### src/rtl/fadd_arbiter.sv
// Round-robin arbiter sharing one pipelined float adder between two requesters.
// Tracks per-stage valid/tag bits so each sum returns on one tagged result channel.
module fadd_arbiter #(
  parameter int DEPTH = 2
) (
  input  logic        clk,
  input  logic        clrn,
  input  logic        req0_valid,
  output logic        req0_ready,
  input  logic [31:0] req0_a,
  input  logic [31:0] req0_b,
  input  logic        req0_sub,
  input  logic [1:0]  req0_rm,
  input  logic        req1_valid,
  output logic        req1_ready,
  input  logic [31:0] req1_a,
  input  logic [31:0] req1_b,
  input  logic        req1_sub,
  input  logic [1:0]  req1_rm,
  output logic [31:0] fa_a,
  output logic [31:0] fa_b,
  output logic        fa_sub,
  output logic [1:0]  fa_rm,
  output logic        fa_e,
  input  logic [31:0] fa_s,
  output logic        res_valid,
  input  logic        res_ready,
  output logic        res_tag,
  output logic [31:0] res_data,
  output logic        busy
);

  logic [DEPTH-1:0] v_q, v_d;
  logic [DEPTH-1:0] tag_q, tag_d;
  logic             ptr_q, ptr_d;   // 0 favours port 0 on contention
  logic             grant0, grant1;

  assign fa_e = ~(v_q[DEPTH-1] & ~res_ready);

  // Grant selection; masked during reset so no requester sees ready while clrn is low
  always_comb begin
    grant0 = 1'b0;
    grant1 = 1'b0;
    if (clrn && fa_e) begin
      if (req0_valid && req1_valid) begin
        grant0 = ~ptr_q;
        grant1 = ptr_q;
      end else begin
        grant0 = req0_valid;
        grant1 = req1_valid;
      end
    end else begin
      grant0 = 1'b0;
      grant1 = 1'b0;
    end
  end

  assign req0_ready = grant0;
  assign req1_ready = grant1;

  // Operand mux; an ungranted cycle feeds an all-zero bubble into the adder
  always_comb begin
    fa_a   = 32'd0;
    fa_b   = 32'd0;
    fa_sub = 1'b0;
    fa_rm  = 2'd0;
    if (grant0) begin
      fa_a   = req0_a;
      fa_b   = req0_b;
      fa_sub = req0_sub;
      fa_rm  = req0_rm;
    end else if (grant1) begin
      fa_a   = req1_a;
      fa_b   = req1_b;
      fa_sub = req1_sub;
      fa_rm  = req1_rm;
    end else begin
      fa_a   = 32'd0;
      fa_b   = 32'd0;
      fa_sub = 1'b0;
      fa_rm  = 2'd0;
    end
  end

  // Next state: valid/tag shift and pointer flip, frozen together with the adder
  always_comb begin
    v_d   = v_q;
    tag_d = tag_q;
    ptr_d = ptr_q;
    if (fa_e) begin
      v_d[0]   = grant0 | grant1;
      tag_d[0] = grant1;
      for (int k = 1; k < DEPTH; k++) begin
        v_d[k]   = v_q[k-1];
        tag_d[k] = tag_q[k-1];
      end
      if (req0_valid && req1_valid) begin
        ptr_d = ~ptr_q;
      end else begin
        ptr_d = ptr_q;
      end
    end else begin
      v_d   = v_q;
      tag_d = tag_q;
      ptr_d = ptr_q;
    end
  end

  // State registers; reset drops every in-flight operation
  always_ff @(posedge clk or negedge clrn) begin
    if (!clrn) begin
      v_q   <= '0;
      tag_q <= '0;
      ptr_q <= 1'b0;
    end else begin
      v_q   <= v_d;
      tag_q <= tag_d;
      ptr_q <= ptr_d;
    end
  end

  assign res_valid = v_q[DEPTH-1];
  assign res_tag   = tag_q[DEPTH-1];
  assign res_data  = fa_s;
  assign busy      = |v_q;

endmodule

### config.mk
export PLATFORM = sky130hd
export DESIGN_NAME = fadd_arbiter
export DESIGN_NICKNAME = d
export VERILOG_FILES = /design/src/rtl/fadd_arbiter.sv
export SDC_FILE = /design/constraint.sdc
export NUM_CORES = 1
export LEC_CHECK = 0
export CELL_PAD_IN_SITES_DETAIL_PLACEMENT = 1
export CELL_PAD_IN_SITES_GLOBAL_PLACEMENT = 2
export CORE_MARGIN = 2
export CORE_UTILIZATION = 10
export DETAILED_ROUTE_END_ITERATION = 7
export HOLD_SLACK_MARGIN = 0.1
export PLACE_DENSITY_LB_ADDON = 0.1
export SLEW_MARGIN = 0
export SYNTH_ARGS = -nofsm -noshare
export SYNTH_HDL_FRONTEND = slang
export SYNTH_SLANG_ARGS = --single-unit
### constraint.sdc
create_clock -name clk -period 3.7 [get_ports clk]
set_input_delay 0.74 -clock clk [delete_from_list [all_inputs] [get_ports clk]]
set_output_delay 0.74 -clock clk [all_outputs]
set_load 0.005 [all_outputs]
Word-level counts from Yosys, hierarchy flattened
Cells that the tools add are included.
Widths: inputs -> output; s select.
Storage, ports and cells
  register bits: 5
  input bits: 171
  output and inout bits: 105
  word-level logic and storage cells: 24
Operators by class
  muxes and demuxes: 12
  bitwise operators: 5
  reduce and logical (&&, ||, !) cells: 4
Operators with widths (count)
  $mux 32: 4
  $mux 1: 6
  $mux 2: 2
  $not 1->1: 3
  $logic_and 1x1->1: 2
  $reduce_and 2->1: 1
  $reduce_or 2->1: 1
  $and 1x1->1: 1
  $or 1x1->1: 1

Logic depth before layout (Yosys ltp)
  depth after elaboration: 7
  depth in mapped cells: 7
  mapped depth without buffers: 4

Least setup slack after synthesis
OpenSTA, ideal clock, no wires.
  path kind: input port to output port
  start point: input port res_ready
  end point: output port fa_a[10]
  data arrival time: 1726 ps
  data required time: 2960 ps
  setup slack: 1234 ps
  cell stages on the path: 7
  path through: nor2b_4 -> inv_2 -> and4_4 -> buf_6 -> buf_6 -> buf_6 -> a22o_1
Between the ends
  longest elaborated chain between the ends: 7
  elaborated cells between the ends (all ways): 8
  those cells by class: mux (4); bitwise (3); reduce/logical (1)
Ends and longest elaborated chain
  start: declaration: line 27  | input logic res_ready,
  $not 1->1 (*): line 38  | assign fa_e = ~(v_q[DEPTH-1] & ~res_ready);
  $and 1x1->1 (*): line 38
  $not 1->1 (no source line) (*)
  net fa_e: line 24  | output logic fa_e,
  $logic_and 1x1->1 (*): line 44  | if (clrn && fa_e) begin
  $mux 1: line 44
  $mux 32: line 72  | end else if (grant1) begin
  $mux 32 (*): line 67  | if (grant0) begin
  end: declaration: line 20  | output logic [31:0] fa_a,
Mark *: on every way through the listed nets, which the timed path passes. The rest lies on a longest branch.

Worst setup path after layout
  start point: input port req0_valid
  end point: output port fa_a[26]
Between the ends
  longest elaborated chain between the ends: 5
  elaborated cells between the ends (all ways): 7
  those cells by class: mux (6); reduce/logical (1)
Ends and longest elaborated chain
  start: declaration: line 8  | input logic req0_valid,
  $logic_and 1x1->1: line 45  | if (req0_valid && req1_valid) begin
  $mux 1: line 45
  $mux 1: line 44
  $mux 32: line 72
  $mux 32 (*): line 67
Mark *: on every way between the ends. The rest lies on a longest branch, timed or not.

==> results.sh <==
export IMPL_status="completed"
export IMPL_min_path_type="flip-flop to flip-flop"
export IMPL_utilization=0.288
export IMPL_maxSlewViolCount=0
export IMPL_cts_hold_buf=0
export IMPL_synth_simple_gate_area_frac=0.0703
export IMPL_synth_top_area_share=0.507
export IMPL_rr_endpoint="tag_q[0]"
export IMPL_ir_worst_vdd_v=0.000259
export IMPL_cts_setup_buffers=0
export IMPL_power_frac_comb=0.666
export IMPL_cts_clk_slew_worst_paths_ns=0.04
export IMPL_grt_pass1_vias=1814
export IMPL_synth_adder_area_share=0
export IMPL_tns_ns=0
export IMPL_hold_end="tag_q[1]"
export IMPL_min_from="tag_q[1]"
export IMPL_grt_max_degree=41
export IMPL_final_cell_mix="clkdlybuf4s50_1 (211), a22o_1 (67), nand2_1 (6)"
export IMPL_critPathLaunchType="input port"
export IMPL_synth_xor_area_frac=0.00757
export IMPL_cts_sinks=5
export IMPL_critPathSlowestCell="clkdlybuf4s50_1"
export IMPL_routedWlPerCell_um=17.4
export IMPL_wirelength_um=7890
export IMPL_drive_above_1_share=0.0452
export IMPL_synth_distinct_cells=18
export IMPL_final_common_cell="clkdlybuf4s50_1"
export IMPL_p_per_area_nw_per_um2=236
export IMPL_synth_area_um2=1160
export IMPL_diodes=0
export IMPL_place_hpwl_um=6800
export IMPL_grt_pass1_wl_um=11400
export IMPL_fp_dieArea_um2=12500
export IMPL_rsz0062_at_grt="false"
export IMPL_clkLatencyLatePin_ns=0.23
export IMPL_dr_pass1_iters=2
export IMPL_synth_top_family_by_area="compound AO/OA/AOI/OAI gates"
export IMPL_p_seq_frac=0.100
export IMPL_via_per_inst=4.00
export IMPL_detail_route_antenna_nets=0
export IMPL_worst_path_buf_inv=3
export IMPL_hold_viol_final=0
export IMPL_antenna_found_initial=0
export IMPL_cp_arrival_ns=2.68
export IMPL_ys_warnings_count=0
export IMPL_die_x_um=112
export IMPL_fin_skew_ns=0.00261
export IMPL_initial_core_util=0.102
export IMPL_grt_overflow_total=0
export IMPL_p_leak_uw=0.00123
export IMPL_syn_inst=137
export IMPL_crit_family="buffers and inverters"
export IMPL_required_ns=2.96
export IMPL_crit_chain="clkdlybuf4s50_1 -> nor2b_1 -> nor3_4 -> buf_4 -> a22o_1 -> clkdlybuf4s50_1"
export IMPL_slowest_delay_ns=0.52
export IMPL_yosys_area_top_type="a22o_1"
export IMPL_min_path_cells=2
export IMPL_fp_coreArea_um2=11400
export IMPL_reg2reg_from="v_q[1]"
export IMPL_io_buffers=211
export IMPL_synth_seq_cells=5
export IMPL_numCtsBuffers=3
export IMPL_cp_max_fo=29
export IMPL_synthMuxAreaShare=0
export IMPL_r2r_setup_slack_ns=2.40
export IMPL_cts_htree_levels=1
export IMPL_cts_repair_resize_count=0
export IMPL_max_slew_margin=0.789
export IMPL_period_minus_slack_ns=3.42
export IMPL_post_route_period_util=0.924
export IMPL_vias=1810
export IMPL_rows=39
export IMPL_r2r_cells=4
export IMPL_fmax_ghz=0.293
export IMPL_tightest_slew_ns=0.317
export IMPL_p_switching_uw=207
export IMPL_cts_max_path_buffers=2
export IMPL_area_delta_synth_final_pct=183
export IMPL_cpMostUsedCell="clkdlybuf4s50_1"
export IMPL_grt_use_total=0.114
export IMPL_cts_root_buf="clkbuf_16"
export IMPL_crit_type="input port to primary output"
export IMPL_whs_ns=0.486
export IMPL_layoutNonFillerInstCount=453
export IMPL_internal_power_uw=567
export IMPL_gp_congestion=0.766
export IMPL_cts_tree="built"
export IMPL_maxCapViolCount=0
export IMPL_dieHeight_um=112
export IMPL_num_io_pins=276
export IMPL_syn_nets=308
export IMPL_fillCellCount=1329
export IMPL_synth_top_cells_by_area="a22o_1 (51%), buf_4 (21%), dfrtp_1 (11%)"
export IMPL_setup_viol=0
export IMPL_dp_cells=449
export IMPL_cp_end_kind="primary output"
export IMPL_synth_compound_area_frac=0.522
export IMPL_drt_iter0_markers=49
export IMPL_nets=482
export IMPL_post_route_drc_count=0
export IMPL_switching_share=0.268
export IMPL_synth_avg_cell_area_um2=8.45
export IMPL_pwr_share_clk=0.234
export IMPL_seq_area_frac_synth=0.108
cells by family (layout without fill, tap and decap cells):
group	Yosys count	in the layout
xor gates and xnor gates	1	1
AOI/OAI and AO/OA	70	70
buffers and inverters	48	221
and+or+nand+nor	13	13
DFF	5	5
layer usage:
layer	part of all wire	track usage	up-vias
met5	0	0	-
met4	0.015	0.0230	0
met3	0.088	0.0332	11
met2	0.53	0.220	122
met1	0.36	0.123	825
li1	-	-	852
registers in the layout (all words and copies together), names as in the netlist:
register,cells
v_q,2
ptr_q,1
tag_q,2
stage by stage:
step                      worst slack [ns]  instance area, um2  power, uW
after detailed placement             0.238                3200        604
after global routing                 0.163                3280        820
final                                0.283                3280        774
after floorplan                       1.23                1160        266
after global placement               0.252                3200        606
after CTS                            0.230                3280        788
worst max-delay path by stage:
stage          slack [ns]       end  startpoint  depth (start not counted)
6_report             0.28  fa_a[26]  req0_valid                          6
3_3_place_gp         0.25  fa_a[29]  req0_valid                          6
2_1_floorplan        1.23  fa_a[10]   res_ready                          7
3_5_place_dp         0.24  fa_a[29]  req0_valid                          6
5_1_grt              0.16  fa_a[29]  req0_valid                          6
4_1_cts              0.23  fa_a[29]  req0_valid                          6
worst register-to-register path: stages (launching register included):
cell	delay [ns]
dfrtp_1	0.38
nor2b_4	0.16
nor3_4	0.23
buf_4	0.34
a21o_1	0.12
synth_stat cells, drive strengths merged:
| library cell | instances |
|---|---|
| a21o | 1 |
| a22o | 67 |
| and4 | 1 |
| buf | 42 |
| clkbuf | 5 |
| dfrtp | 5 |
| inv | 1 |
| nand2 | 6 |
| nand2b | 1 |
| nand3 | 1 |
| nor2b | 2 |
| nor3 | 1 |
| o21ai | 2 |
| or2 | 1 |
| xnor2 | 1 |
layout make-up:
type / count / area [um2] / area share
Timing Repair Buffer: 216 / 2190 / 0.668
Multi-Input combinational cell: 84 / 701 / 0.214
Tap cell: 143 / 179 / 0.0546
Sequential cell: 5 / 125 / 0.0382
Clock buffer: 3 / 75.1 / 0.0229
Clock inverter: 1 / 5.00 / 0.00153
Inverter: 1 / 3.75 / 0.00115
power groups by stage:
stage | Clock [uW] | Sequential, uW | Combinational [uW]
3_5_place_dp | 0 | 78.2 | 526
4_1_cts | 182 | 77.7 | 528
2_1_floorplan | 0 | 76.1 | 190
6_report | 181 | 77.4 | 516
3_3_place_gp | 0 | 79.1 | 526
5_1_grt | 187 | 80.1 | 553
Note: power is estimated with default switching activity, not from simulation.
